## src/rtl/det_sched.sv

```systemverilog
// Round-robin front end that time-shares one serial Moore pattern detector.
// Each job: clear detector, shift a word MSB-first, drain the flag, report hit count.
module det_sched #(
    parameter int unsigned NREQ  = 4,
    parameter int unsigned W     = 8,
    parameter int unsigned DRAIN = 2,
    parameter int unsigned CNT_W = 4,
    localparam int unsigned ID_W = $clog2(NREQ)
) (
    input  logic                clk_i,
    input  logic                rst_ni,
    input  logic [NREQ-1:0]     req_i,
    input  logic [NREQ*W-1:0]   data_i,
    output logic [NREQ-1:0]     gnt_o,
    output logic                busy_o,
    output logic                det_rst_o,
    output logic                det_din_o,
    input  logic                det_flag_i,
    output logic                done_o,
    output logic [ID_W-1:0]     done_id_o,
    output logic                hit_o,
    output logic [CNT_W-1:0]    hit_cnt_o
);

    localparam int unsigned MaxLen = (W > DRAIN) ? W : DRAIN;
    localparam int unsigned CntW   = (MaxLen > 1) ? $clog2(MaxLen) : 1;

    typedef enum logic [2:0] {StIdle, StClear, StShift, StDrain, StDone} state_e;

    state_e            state_q, state_d;
    logic [CntW-1:0]   cnt_q, cnt_d;
    logic [ID_W-1:0]   ptr_q, ptr_d;
    logic [ID_W-1:0]   id_q, id_d;
    logic [W-1:0]      word_q, word_d;
    logic [CNT_W-1:0]  acc_q, acc_d;
    logic [NREQ-1:0]   gnt_q, gnt_d;
    logic              det_rst_q, det_rst_d;
    logic [ID_W-1:0]   done_id_q, done_id_d;
    logic              hit_q, hit_d;
    logic [CNT_W-1:0]  hit_cnt_q, hit_cnt_d;

    logic [W-1:0]      words [NREQ];
    logic              found;
    logic [ID_W-1:0]   sel_id;
    logic [W-1:0]      sel_word;
    logic [CNT_W-1:0]  acc_nxt;

    function automatic logic [ID_W-1:0] rot_idx(input logic [ID_W-1:0] base,
                                                input int unsigned off);
        int unsigned s;
        s = 32'(base) + off;
        if (s >= NREQ) s = s - NREQ;
        return ID_W'(s);
    endfunction

    always_comb begin
        for (int unsigned i = 0; i < NREQ; i++) begin
            words[i] = data_i[i*W +: W];
        end
    end

    // First requester at or after the pointer, wrapping.
    always_comb begin
        found    = 1'b0;
        sel_id   = '0;
        sel_word = '0;
        for (int unsigned i = 0; i < NREQ; i++) begin
            if (!found && req_i[rot_idx(ptr_q, i)]) begin
                found    = 1'b1;
                sel_id   = rot_idx(ptr_q, i);
                sel_word = words[rot_idx(ptr_q, i)];
            end
        end
    end

    always_ff @(posedge clk_i or negedge rst_ni) begin
        if (!rst_ni) begin
            state_q   <= StIdle;
            cnt_q     <= '0;
            ptr_q     <= '0;
            id_q      <= '0;
            word_q    <= '0;
            acc_q     <= '0;
            gnt_q     <= '0;
            det_rst_q <= 1'b1;
            done_id_q <= '0;
            hit_q     <= 1'b0;
            hit_cnt_q <= '0;
        end else begin
            state_q   <= state_d;
            cnt_q     <= cnt_d;
            ptr_q     <= ptr_d;
            id_q      <= id_d;
            word_q    <= word_d;
            acc_q     <= acc_d;
            gnt_q     <= gnt_d;
            det_rst_q <= det_rst_d;
            done_id_q <= done_id_d;
            hit_q     <= hit_d;
            hit_cnt_q <= hit_cnt_d;
        end
    end

    always_comb begin
        state_d = state_q;
        cnt_d   = cnt_q;
        unique case (state_q)
            StIdle: begin
                if (found) state_d = StClear;
            end
            StClear: begin
                state_d = StShift;
                cnt_d   = '0;
            end
            StShift: begin
                if (cnt_q == CntW'(W - 1)) begin
                    state_d = StDrain;
                    cnt_d   = '0;
                end else begin
                    cnt_d = cnt_q + CntW'(1);
                end
            end
            StDrain: begin
                if (cnt_q == CntW'(DRAIN - 1)) begin
                    state_d = StDone;
                end else begin
                    cnt_d = cnt_q + CntW'(1);
                end
            end
            StDone: begin
                state_d = StIdle;
            end
            default: begin
                state_d = StIdle;
            end
        endcase
    end

    always_comb begin
        gnt_d     = '0;
        ptr_d     = ptr_q;
        id_d      = id_q;
        word_d    = word_q;
        acc_d     = acc_q;
        done_id_d = done_id_q;
        hit_d     = hit_q;
        hit_cnt_d = hit_cnt_q;
        acc_nxt   = acc_q;
        if (det_flag_i && (acc_q != {CNT_W{1'b1}})) acc_nxt = acc_q + CNT_W'(1);

        if (state_q == StIdle && found) begin
            gnt_d  = NREQ'(1) << sel_id;
            ptr_d  = (sel_id == ID_W'(NREQ - 1)) ? '0 : sel_id + ID_W'(1);
            id_d   = sel_id;
            word_d = sel_word;
        end
        if (state_q == StClear) acc_d = '0;
        if (state_q == StShift) begin
            word_d = {word_q[W-2:0], 1'b0};
            acc_d  = acc_nxt;
        end
        // Results commit on the edge entering DONE, including the last drain flag.
        if (state_q == StDrain) begin
            acc_d = acc_nxt;
            if (state_d == StDone) begin
                done_id_d = id_q;
                hit_d     = |acc_nxt;
                hit_cnt_d = acc_nxt;
            end
        end
        det_rst_d = (state_d == StClear);
    end

    always_comb begin
        busy_o    = (state_q != StIdle);
        done_o    = (state_q == StDone);
        det_din_o = (state_q == StShift) ? word_q[W-1] : 1'b1;
    end

    assign gnt_o     = gnt_q;
    assign det_rst_o = det_rst_q;
    assign done_id_o = done_id_q;
    assign hit_o     = hit_q;
    assign hit_cnt_o = hit_cnt_q;

endmodule
```

## config.mk

```make
export PLATFORM = sky130hd
export DESIGN_NAME = det_sched
export DESIGN_NICKNAME = d
export VERILOG_FILES = /design/src/rtl/det_sched.sv
export SDC_FILE = /design/constraint.sdc
export NUM_CORES = 1
export LEC_CHECK = 0
export ABC_AREA = 1
export CAP_MARGIN = 20
export CORE_MARGIN = 3
export CORE_UTILIZATION = 40
export CTS_CLUSTER_SIZE = 10
export DETAILED_ROUTE_END_ITERATION = 10
export DONT_BUFFER_PORTS = 1
export PLACE_DENSITY = 0.55
export REMOVE_ABC_BUFFERS = 1
export SLEW_MARGIN = 25
export SYNTH_ARGS = -nofsm -noshare
export SYNTH_HDL_FRONTEND = slang
export SYNTH_SLANG_ARGS = --single-unit
```

## constraint.sdc

```tcl
create_clock -name clk_i -period 1.7 [get_ports clk_i]
set_input_delay 0.34 -clock clk_i [delete_from_list [all_inputs] [get_ports clk_i]]
set_output_delay 0.34 -clock clk_i [all_outputs]
set_load 0.02 [all_outputs]
```

# --- Word-level counts from Yosys, hierarchy flattened ---
# Index checks and enable logic that the tools add are counted.
word_totals:
  ff_bits: 34
  latch_bits: 0
  ram_bits: 0
  romBits: 0
  in_bits: 39
  output_inout_bits: 15
  n_memories: 0
classes:
  n_addsub: 10
  n_mul: 0
  div: 0
  magnitude_cmp: 12
  eq_ne: 11
  shifts: 1
  n_mux: 56
  bitwise_logic: 4
  reduce_logical: 15
op_table:
  columns: ["operator", "count"]
  rows:
  - ["$mux W8", 14]
  - ["$bmux W8 S2", 4]
  - ["$mux W2", 13]
  - ["$ge A3 B3 Y1 const B", 7]
  - ["$mux W4", 5]
  - ["$mux W3", 5]
  - ["$lt A2 B3 Y1 const B", 4]
  - ["$not A2 Y3", 4]
  - ["$pmux W3 S4", 1]
  - ["$eq A3 B1 Y1 const B", 3]
  - ["$eq A3 B3 Y1 const B", 3]
  - ["$mux W1", 9]
  - ["$pmux W3 S3", 1]
  - ["$bmux W1 S2", 4]
  - ["$sub A2 B1 Y2 const B", 4]
  - ["$add A2 B2 Y3 const B", 2]
  - ["$eq A3 B2 Y1 const B", 2]
  - ["$reduce_bool A3 Y1", 2]
  - ["$logic_and A1 B1 Y1", 5]
  - ["$add A4 B1 Y4 const B", 1]
  - ["$ne A4 B4 Y1 const B", 1]
  - ["$reduce_and A2 Y1", 2]
  - ["$reduce_or A4 Y1", 1]
  - ["$shl A1 B2 Y4 const A", 1]
  - ["other kinds (9)", 11]

# --- Logic depth before layout (Yosys ltp) ---
# Gate-level depths: netlist (run 1).
logic_depth:
  ltp_word: 21
  mapped_depth: 16

# --- Worst setup path after synthesis (run 1) ---
# Ideal clock, no wire load.
synth_path:
  path_kind: "reg2reg"
  start: "register ptr_q[1]"
  end: "register ptr_q[0]"
  setup_time_ns: 0.065
  t_arrival_ns: 1.821
  path_slack_ns: -0.186
  path_stages_with_launch: 17
  n_path_buf: 2
  synth_period_minus_slack_ns: 1.886
  path_cell_list: "dfrtp_1 buf_6 inv_4 nand2_2 nand2_4 nand2_2 nand2_4 nor2_4 buf_6 nand3_4 nand3_1 nand2_1 inv_1 ha_1 nor2_1 nand2_1 nand2_1"
synth_between:
  elab_chain_cells: 16
  elab_cells_between_ends: 41
  cone_classes: "add/sub: 8; order compare: 4; eq/ne: 1; mux: 21; reduce/logical: 7"
synth_rtl:
  columns: ["element", "line_no", "text"]
  rows:
  - ["from (decl)", "32", "logic [ID_W-1:0] ptr_q, ptr_d;"]
  - ["from (signal assigned)", "92", "ptr_q <= ptr_d;"]
  - ["parallel branches: the longest is 13 deep, another holds $add A2 B1 Y3", null, null]
  - ["$mux W2 (*)", "68", "if (!found && req_i[rot_idx(ptr_q, i)]) begin"]
  - ["via sel_id[0]", "44", "logic [ID_W-1:0] sel_id;"]
  - ["$add A2 B1 Y2 / $eq A2 B2 Y1 (equally long branches)", "153", "ptr_d = (sel_id == ID_W'(NREQ - 1)) ? '0 : sel_id + ID_W'(1);"]
  - ["$mux W2 (*)", "153", null]
# Mark *: on every way through the listed nets, which the timed path passes. The select of a mux whose other input is x is not followed.
# A chain may end at the register's enable or synchronous reset.

# --- Worst setup path after layout (run 1) ---
layout_path:
  start: "register ptr_q[0]"
  end: "register ptr_q[0]"
layout_between:
  elab_chain_cells: 16
  elab_cells_between_ends: 41
  cone_classes: "add/sub: 8; order compare: 4; eq/ne: 1; mux: 21; reduce/logical: 7"
layout_rtl:
  columns: ["element", "line_no"]
  rows:
  - ["parallel branches: the longest is 13 deep, another holds $add A2 B1 Y3", null]
  - ["$mux W2 (*)", "68"]
  - ["via sel_id[1]", "44"]
  - ["$eq A2 B2 Y1 (*)", "153"]
  - ["$mux W2 (*)", "153"]
# Marked as above.

==> out/metrics.cfg, run 1 <==
[die]
design.portCount = 54
die_area_mm2 = 0.008308
start_util_pct = 41.99
fp.dieH_um = 91.15
die_w_um = 91.15
coreArea_mm2 = 0.006907
rows = 30

[placed_design]
place_congestion = 0.8646
portBuffers = 0
placed_cells = 588
hpwl_mm = 5.464

[routing]
ant_nets = 0
drc_errors = 0
vias_per_cell = 4.795
wl_per_cell_um = 12.56
routed_wl_mm = 7.734
via_count = 2954
dr.pass1.iters = 4
drtIter0Drc = 143

[critical_path]
path_cells = buf_12 > buf_6 > nand2_4 > nand2_4 > nand2_4 > nand2_4 > nor2_4 > nand2_2 > inv_2 > nand2_2 > nand3_4 > ha_4 > nor2_2 > nand2_1 > nand2_1
crit_arrival_ps = 2050
cp_slowest_cell = dfrtp_2
crit_path_max_fanout = 5
critPathRequiredTime_ps = 1880
slowest_delay_ps = 440
crit_path_end_kind = register
critical-path-top-delay-family = simple AND/OR/NAND/NOR gates
cp_common_cell = nand2_4
critical_path_class = reg -> reg
path_buf_inv = 3
startpoint_type = register

[cells_and_area]
layout-drive-gt1-share_pct = 25.00
nFillCells = 692
antenna-diode-count = 0
instances_no_fill = 616
syn_to_final_growth_pct = 27.74
final_common_cell = nand2_1
final_cell_mix = nand2_1 (198), nand3_1 (41), buf_4 (39)
final_nets = 566

[timing]
whs_ps = 354.5
tightestPinTransition_ps = 311.9
rsz0062_at_grt = true
finalCritPeriodShare_pct = 110.2
clock_skew_ps = 12.59
fin_crit_ps = 1874
fin_ws_ps = -174.1
slew_violations = 0
max_slew_margin_pct = 79.11
hold_violations = 0
setup_viol_count_final = 17
fmax_mhz = 533.6

[logic_synthesis]
synthFlopType = dfrtp_1
synth_edf_count = 0
avgSynthCellArea_um2 = 6.080
synth-adder-area-share_pct = 3.451
synth_top_family_by_area = simple AND/OR/NAND/NOR gates
yosysTopAreaCellShare_pct = 28.47
syn-cell-area_mm2 = 0.002900
muxShareOfSynthArea_pct = 0
synth_async_sr_flop_share_pct = 100.0
yosys-top-cells-area = dfrtp_1 (28%), nand2_1 (27%), nand3_1 (8.1%)
yosys.area_share.simple_pct = 45.73
synth_compound_area_share_pct = 9.491
synth_top_area_cell = dfrtp_1
synth_seq_cells = 34
synth_seq_area_share_pct = 29.38
yosys_warnings = 0
synth.distinct_cells = 35
synthXorXnorAreaFrac_pct = 0.6040
syn_inst = 477

[clocking]
max-clock-path-buffers = 2
cts_tree = built
cts.sinks = 34
clk_pin_slew_worst_paths_ps = 80
cts_buffers = 5
clk_latency_ps = 280
root_buffer = clkbuf_8
h-tree-depth = 2

[grt]
antenna_found_initial = 0
grtUsageMet2_pct = 29.61
grt_use_met3_pct = 2.734
grt.overflow.total = 0
use_met1_pct = 26.40
grt_busiest_layer = met2
grt_use_total_pct = 18.48
grt_pass1_vias = 2781
grt_start_max_net_pins = 39
grt_pass1_wl_mm = 12.78

[pwr]
peakVddDrop_v = 0.0006744
p_leak_nw = 1.985
p_per_area_mw_per_mm2 = 2279

[outcome]
violations = setup timing
status = complete, but fails checks

[job]
max_cap_viol_count = 0

[worst_hold_path]
holdCritPathClass = in -> reg

[logic make-up (layout without fill, tap and decap cells)]
family / after synthesis / after routing
AO/OA/AOI/OAI: 52 / 52
XOR/XNOR: 2 / 2
adder cells (fa/ha/maj): 8 / 8
buffers and inverters: 71 / 114
flip-flops: 34 / 34
AND/OR/NAND/NOR: 310 / 310
[layout make-up]
cell class | instances | area [um^2] | area share [%]
clock buffers | 6 | 82.58 | 2.229
clock inverters | 2 | 12.51 | 0.3377
inverters | 51 | 206.4 | 5.572
multi-input cells | 372 | 1937 | 52.28
flip-flops and latches | 34 | 854.6 | 23.07
well taps | 96 | 120.1 | 3.242
repair buffers | 55 | 491.7 | 13.27
[stage by stage]
step / total power, W / cell area, um^2 / TNS, ps / utilization (%) / setup slack [ps]
6_report: 0.008444 / 3705 / -1745 / 53.64 / -174.1
2_1_floorplan: 0.004752 / 2773 / -20050 / - / -1156
4_1_cts: 0.007903 / 3517 / -1772 / 50.92 / -158.3
5_1_grt: 0.009292 / 3705 / -3339 / 53.64 / -286.5
3_3_place_gp: 0.006365 / 3157 / -2429 / 45.71 / -303.3
3_5_place_dp: 0.006441 / 3157 / -3046 / 45.71 / -349.0
[Yosys cell counts (2+ instances only)]
master / count
buf_2: 5
o21ai_0: 40
buf_4: 2
nand4_1: 2
buf_6: 5
clkbuf_1: 7
nand3_1: 47
nor3_2: 2
nand2_2: 5
a31oi_1: 2
nand2_1: 210
a21oi_1: 2
dfrtp_1: 33
nor2_1: 32
ha_1: 8
o21a_1: 2
inv_1: 47
o21ai_1: 3
nand2_4: 5
xor2_1: 2
nor2_2: 2
[state kept, by name, indices dropped and copies added (netlist names)]
name and cells:
det_rst_o 1, state_q 3, acc_q 4, hit_o 1, hit_cnt_o 4, ptr_q 2
cnt_q 3, gnt_o 4, word_q 8, done_id_o 2, id_q 2
[worst reg2reg max path: stages, from the launching register on]
cell and delay (ps):
dfrtp_2 440, buf_12 150, buf_6 120, nand2_4 50
nand2_4 60, nand2_4 60, nand2_4 60, nor2_4 150
nand2_2 100, inv_2 70, nand2_2 60, nand3_4 120
ha_4 160, nor2_2 40, nand2_1 70, nand2_1 60
[final timing paths]
kind,slack (ps),start,depth (start not counted),endpoint
worst max-delay path,-170,ptr_q[0],15,ptr_q[0]
worst min-delay path,350,det_flag_i,4,acc_q[2]
worst max register to register,-170,ptr_q[0],15,ptr_q[0]
worst min register to register,480,id_q[1],2,done_id_o[1]
max in group asynchronous,950,rst_ni,2,det_rst_o
min in group asynchronous,500,rst_ni,2,gnt_o[0]
[power by group]
group	internal (W)	switching, W
clock network	0.000326	0.000299
logic	0.00267	0.00359
registers	0.00117	0.000390
[per-layer routing]
metal,part of all wire (%),wire length (um)
met1,48,3701
met2,47,3653
met3,4.1,317
met4,0.79,61
met5,0,0
[timing repair]
action / in CTS / in global routing
endpoints found under the hold margin: 34 / 0
setup buffers: 14 / 5
endpoints found under the setup margin: 20 / 22
hold buffers: 2 / 0
pin swaps: 13 / 14
resized for setup: 36 / 42
(Power assumes the default switching activity.)
==> run 2, diff against run 1 <==
--- a/config.mk
+++ b/config.mk
@@ -18,3 +18,4 @@
 export SYNTH_ARGS = -nofsm -noshare
 export SYNTH_HDL_FRONTEND = slang
 export SYNTH_SLANG_ARGS = --single-unit
+export TNS_END_PERCENT = 20
==> out/metrics.cfg, run 2 (synthesis gave the netlist of run 1 again) <==
[outcome]
status = complete, but fails checks
violations = setup timing

[die]
coreArea_mm2 = 0.006907
die_w_um = 91.15
rows = 30
die_area_mm2 = 0.008308
design.portCount = 54
fp.dieH_um = 91.15
start_util_pct = 41.99

[placed_design]
hpwl_mm = 5.464
portBuffers = 0
place_congestion = 0.8646

[clocking]
cts_buffers = 5
cts_tree = built
clk_latency_ps = 280
cts.sinks = 34
max-clock-path-buffers = 2
root_buffer = clkbuf_8
h-tree-depth = 2
clk_pin_slew_worst_paths_ps = 80

[grt]
grt_use_total_pct = 18.51
grt.overflow.total = 0
grt_start_max_net_pins = 39
grt_pass1_vias = 2792
grt_pass1_wl_mm = 12.81
antenna_found_initial = 0

[routing]
met1Wirelength_mm = 3.707
drtIter0Drc = 114
via_count = 2937
dr.pass1.iters = 4
highest_layer = met4
wl_met3_um = 321
routed_wl_mm = 7.704
drc_errors = 0
wl_met2_mm = 3.610
ant_nets = 0
wl_per_cell_um = 12.55
vias_per_cell = 4.783

[timing]
fin_crit_ps = 1871
hold_violations = 0
slew_violations = 0
fin_ws_ps = -170.7
setup_viol_count_final = 18
finalCritPeriodShare_pct = 110.0
fin_tns_setup_ps = -1693
rsz0062_at_grt = true
max_slew_margin_pct = 74.78
clock_skew_ps = 12.97
tightestPinTransition_ps = 376.9
whs_ps = 352.1
fmax_mhz = 534.6

[cells_and_area]
final_common_cell = nand2_1
largest_register_ffs = 8
nFillCells = 703
regMostFlops = word_q
final_cell_mix = nand2_1 (201), nand3_1 (42), inv_1 (40)
syn_to_final_growth_pct = 25.37
layout-drive-gt1-share_pct = 22.20
final_nets = 564
antenna-diode-count = 0

[worst_hold_path]
min_path_cells = 4
whs_endpoint = acc_q[2]
holdCritPathClass = in -> reg
min_from = det_flag_i

[pwr]
p_per_area_mw_per_mm2 = 2278
peakVddDrop_v = 0.0006635
power_w = 0.008282
p_leak_nw = 1.957

[critical_path]
crit_arrival_ps = 2090
startpoint_type = register
regToRegStartpoint = ptr_q[0]
r2r_slack_ps = -170
crit_path_end_kind = register
critical_path_class = reg -> reg
crit_path_max_fanout = 5
rr_worst_depth = 13
reg2reg_to = ptr_q[1]
critPathRequiredTime_ps = 1920

[job]
max_cap_viol_count = 0

## run 2: changes by cell type in the layout (fill, tap and decap cells not counted), sizes merged
cell | previous run | this run
clkinv | 2 | 3
buf | 54 | 52
inv | 50 | 49
## run 2: worst max path at each step
stage,slack [ps],endpoint,start
after floorplan,-1160,ptr_q[0],ptr_q[0]
after global placement,-300,ptr_q[0],ptr_q[0]
after detailed placement,-350,ptr_q[0],ptr_q[0]
after CTS,-160,ptr_q[1],ptr_q[0]
after global routing,-270,ptr_q[0],ptr_q[0]
final,-170,ptr_q[1],ptr_q[0]
## run 2: where the power goes
part	internal (W)	leakage, nW	switching (W)
combinational	0.00260	1.48	0.00349
clock	0.000326	0.0472	0.000300
sequential	0.00116	0.425	0.000399
total	0.00409	1.96	0.00419
## run 2: layout make-up
cell class	count	area (um^2)	share of cell area, %
Multi-Input combinational cell	372	1887	51.89
Sequential cell	34	854.6	23.50
Clock buffer	6	82.58	2.271
Timing Repair Buffer	53	473.0	13.01
Clock inverter	2	12.51	0.3441
Inverter	51	206.4	5.678
Tap cell	96	120.1	3.304
## run 2: timing repair
item / 4_1_cts / 5_1_grt
hold buffers: 2 / 0
setup buffers: 13 / 4
setup endpoints to repair: 20 / 23
endpoints found under the hold margin: 34 / 0
pin swaps: 13 / 9
resized for setup: 35 / 25
## run 2: layer usage
layer | GRT usage (%) | vias up
met5 | 0 | -
met4 | 4.397 | 0
met3 | 3.065 | 6
met2 | 29.43 | 60
met1 | 26.18 | 1307
li1 | - | 1564
## run 2: per-stage QoR
step                cells  utilization [%]  instance area (um^2)  setup slack, ps
floorplan             457                -                  2773            -1156
global placement      588            45.71                  3157           -303.3
detailed placement    588            45.71                  3157           -349.0
CTS                   610            50.72                  3503           -158.3
global route          614            52.64                  3636           -271.2
finish                614            52.64                  3636           -170.7
## run 2: critical path: stages (launching register included)
cell     delay, ps
dfrtp_2        440
buf_12         150
buf_6          110
nand2_4         50
nand2_4         60
nand2_4         60
nand2_4         60
nor2_4         150
nand2_2        100
nand3_2         90
nand2_4         70
buf_6          120
ha_4           220
o21ai_1        110
==> run 3, diff against run 2 <==
--- a/config.mk
+++ b/config.mk
@@ -7,12 +7,11 @@
 export LEC_CHECK = 0
 export ABC_AREA = 1
 export CAP_MARGIN = 20
-export CORE_MARGIN = 3
-export CORE_UTILIZATION = 40
+export CORE_UTILIZATION = 50
 export CTS_CLUSTER_SIZE = 10
 export DETAILED_ROUTE_END_ITERATION = 10
 export DONT_BUFFER_PORTS = 1
-export PLACE_DENSITY = 0.55
+export PLACE_DENSITY = 0.67
 export REMOVE_ABC_BUFFERS = 1
 export SLEW_MARGIN = 25
 export SYNTH_ARGS = -nofsm -noshare
==> out/metrics.cfg, run 3 (synthesis gave the netlist of run 1 again) <==
[grt]
grt_start_max_net_pins = 36
grt_use_total_pct = 24.64
grt_pass1_wl_mm = 12.06
grt_pass1_vias = 2783
grt.overflow.total = 0
antenna_found_initial = 0

[critical_path]
r2r_slack_ps = -190
crit_path_max_fanout = 8
crit_path_end_kind = register
critical_path_class = reg -> reg
critPathRequiredTime_ps = 1910
crit_arrival_ps = 2100
startpoint_type = register

[timing]
hold_violations = 0
setup_viol_count_final = 16
max_slew_margin_pct = 74.91
fin_ws_ps = -185.7
slew_violations = 0
tightestPinTransition_ps = 375.0
finalCritPeriodShare_pct = 110.9
fin_tns_setup_ps = -1823
rsz0062_at_grt = true
fin_crit_ps = 1886
clock_skew_ps = 6.119
fmax_mhz = 530.3

[worst_hold_path]
holdCritPathClass = in -> reg

[routing]
wl_per_cell_um = 12.57
vias_per_cell = 5.173
via_count = 2985
ant_nets = 0
drtIter0Drc = 136
routed_wl_mm = 7.253
dr.pass1.iters = 5
drc_errors = 0

[placed_design]
place_congestion = 0.9117
portBuffers = 0
pre_cts_ws_ps = -204.0
hpwl_mm = 5.227

[pwr]
p_leak_nw = 1.887
power_w = 0.007757
p_per_area_mw_per_mm2 = 2246
peakVddDrop_v = 0.001250

[job]
max_cap_viol_count = 0

[cells_and_area]
syn_to_final_growth_pct = 19.07
final_cell_mix = nand2_1 (200), inv_1 (44), nand3_1 (43)
antenna-diode-count = 0
utilization_pct = 62.33
final_nets = 551
largest_register_ffs = 8
layout-drive-gt1-share_pct = 18.81
regMostFlops = word_q
final_common_cell = nand2_1

[clocking]
cts_buffers = 5
root_buffer = clkbuf_8
cts_tree = built
h-tree-depth = 2
clk_pin_slew_worst_paths_ps = 80
cts.sinks = 34
max-clock-path-buffers = 2
clk_latency_ps = 290

[die]
fp.dieH_um = 78.16
coreArea_mm2 = 0.005540
start_util_pct = 52.35
rows = 27
die_area_mm2 = 0.006109
die_w_um = 78.16
design.portCount = 54

[outcome]
status = complete, but fails checks
violations = setup timing

-- run 3: worst max-delay path, stage by stage, from the launching register on --
cell and delay (ps):
dfrtp_1 430, buf_12 160, inv_8 80, nand2_2 60, nand3_2 90, nand2_4 80, nor2_4 190, nand2_2 100
inv_2 70, nand2_2 60, nand3_4 120, ha_1 240, o21ai_1 120
-- run 3: through the flow --
stage	instances	hold WS, ps	instance area, um^2
2_1_floorplan	457	44.41	2773
3_3_place_gp	563	45.36	3143
3_5_place_dp	563	45.06	3143
4_1_cts	573	310.3	3316
5_1_grt	577	370.3	3453
6_report	577	311.1	3453
-- run 3: report_power, final --
part           total, W  switching [W]  leakage (nW)  internal, W
sequential      0.00156       0.000395         0.425      0.00116
clock          0.000767       0.000331        0.0504     0.000436
combinational   0.00543        0.00326          1.41      0.00218
-- run 3: area by class of cell --
cell class	instances	area, um^2
clock buffers	5	68.82
clock inverters	3	45.04
fillers	534	2087
inverters	51	201.4
multi-input cells	372	1828
flip-flops and latches	34	854.6
well taps	72	90.09
repair buffers	40	365.4
-- run 3: timing repair --
item / 4_1_cts / 5_1_grt
gates resized for setup: 12 / 24
cloned: 0 / 1
hold buffers: 2 / 0
setup buffers: 0 / 3
hold endpoints to repair: 34 / 0
setup endpoints to repair: 18 / 22
pin swaps: 2 / 11
-- run 3: final timing paths --
check	startpoint	cells past startpoint	endpoint
max	ptr_q[0]	12	ptr_q[1]
min	det_flag_i	4	acc_q[2]
max reg2reg	ptr_q[0]	12	ptr_q[1]
min reg2reg	id_q[1]	2	done_id_o[1]
max in group asynchronous	rst_ni	2	det_rst_o
min in group asynchronous	rst_ni	2	hit_cnt_o[3]
-- run 3: layer usage --
metal / routed length, um / GRT usage, %
met5: 0 / 0
met4: 68 / 5.370
met3: 300 / 3.605
met2: 3659 / 44.65
met1: 3225 / 30.76
==> RTL change (config.mk and constraints of run 2) <==
Reset style: synchronous (`rst_ni`), changed in one clocked block.
--- a/src/rtl/det_sched.sv
+++ b/src/rtl/det_sched.sv
@@ -74,5 +74,5 @@
     end
 
-    always_ff @(posedge clk_i or negedge rst_ni) begin
+    always_ff @(posedge clk_i) begin
         if (!rst_ni) begin
             state_q   <= StIdle;
Check against the original RTL: differs if rst_ni is asserted again (counterexample within 4 cycles, from zero or initial values and one cycle with rst_ni low); with rst_ni held inactive, the same outputs for 10 cycles.
==> RTL change against run 2 <==
- the run still ends with setup timing left
- sequential cell count unchanged
- total power is 27% lower
- design area is 3.9% lower
- clock skew down 6.2 ps
- core utilization is 0.84 points higher
- wire length down 0.26%
- area after synthesis decreased by 4.8%
- worst hold slack lost 230 ps
- sequential share of layout area down 3.9 points
- global-route usage rose by 0.67 points
- sequential power is 26% lower
- first-iteration DRC count shrank 29%
- worst setup slack better by 130 ps
- critical path type unchanged
- largest cell class unchanged
==> RTL change: results (changes against run 2) <==
| Metric | Value |
|---|---|
| Clock Pin Slew Worst Setup and Hold Paths | `60 ps (was 80 ps)` |
| Worst EP arrival | `1920 ps (was 2090 ps)` |
| R2r endpoint | `ptr_q[1]$_SDFFE_PN0P_ (was ptr_q[1]$_DFFE_PN0P_)` |
| Clock group total power | `610 µW (was 626 µW)` |
| WL met1 | `3614 µm (was 3707 µm)` |
| Met3 wire length | `406 µm (was 321 µm)` |
| Mapped Cells | `482 (was 477)` |
| Failing checks | `setup timing (unchanged)` |
| Mux cell area share after synthesis | `0.3626% (was 0%)` |
| Finished Layout Cells | `605 (was 614)` |
| Grt met3 use | `3.779% (was 3.065%)` |
| HPWL Detailed | `5759 µm (was 5464 µm)` |
| Final Util | `53.49% (was 52.64%)` |
| Hold Path Depth | `1 (was 4)` |
| Pre-CTS setup slack | `-198.8 ps (was -349.0 ps)` |
| Outcome | `complete, but fails checks (unchanged)` |
| Worst setup path end | `ptr_q[1]$_SDFFE_PN0P_ (was ptr_q[1]$_DFFE_PN0P_)` |
| M1 GR Usage | `26.14% (was 26.18%)` |
| CP startpoint | `ptr_q[0]$_SDFFE_PN0P_ (was ptr_q[0]$_DFFE_PN0P_)` |
| Setup Skew | `6.743 ps (was 12.97 ps)` |
| CP Max Fanout | `7 (was 5)` |
| Yosys cell types | `34 (was 35)` |
| Pleak | `0.001746 µW (was 0.001957 µW)` |
| Largest net degree at the start of global routing | `20 (was 39)` |
| Met2 Use GR | `31.04% (was 29.43%)` |
| Vias | `3,057 (was 2,937)` |
| Setup violators final | `1 (was 18)` |
| Peak supply drop | `0.0005980 V (was 0.0006635 V)` |
| Global-route wire length before repair | `12,140 µm (was 12,810 µm)` |
| Fin worst setup slack | `-44.93 ps (was -170.7 ps)` |
RTL change: cell count changes in the layout (fill, tap and decap cells not counted), sizes merged, moves of 7 or more:
| cell | run 2 | this run |
|---|---|---|
| buf | 52 | 59 |
| inv | 49 | 42 |
| nand2 | 220 | 186 |
| dfxtp | 0 | 34 |
| nor2 | 35 | 57 |
| a21oi | 2 | 15 |
| nand3 | 49 | 34 |
| dfrtp | 33 | 0 |
| o21ai | 44 | 66 |
| nand4 | 2 | 10 |
RTL change: logic make-up (layout without fill, tap and decap cells):
kind of cell    count (synthesis)  in the layout
compound gates                 85             85
xor+xnor                        2              2
fa+ha+maj                       5              5
buf+inv                        64            110
flops                          34             34
mux                             1              1
simple gates                  291            291
RTL change: timing repair:
action | 4_1_cts | 5_1_grt
pin swaps | 5 | 24
hold buffers | 0 | 0
gates resized for setup | 23 | 42
setup endpoints to repair | 18 | 21
setup buffers | 3 | 9
gates cloned | 0 | 0
RTL change: final cells by class:
| class | count | share of cell area, % |
|---|---|---|
| clock buffer | 7 | 2.471 |
| clock inverter | 1 | 0.1433 |
| inverter | 43 | 4.835 |
| multi-input combinational | 384 | 56.38 |
| sequential | 34 | 19.63 |
| tap | 77 | 2.758 |
| timing repair buffer | 59 | 13.79 |
RTL change: per-stage QoR:
stage / hold slack (ps) / total power, µW / TNS (ps)
2_1_floorplan: 410.0 / 3360 / -22600
3_3_place_gp: 414.1 / 4711 / -845.6
3_5_place_dp: 412.9 / 4752 / -1077
4_1_cts: 110.4 / 5563 / -113.3
5_1_grt: 120.4 / 6588 / -1136
6_report: 123.8 / 6007 / -44.93
RTL change: worst max-delay path: cells and delay by family, from the launching register on:
family	cells	cell delay, ps
compound gates	2	170
fa+ha+maj	1	190
buf+inv	2	220
flops	1	380
simple gates	8	670
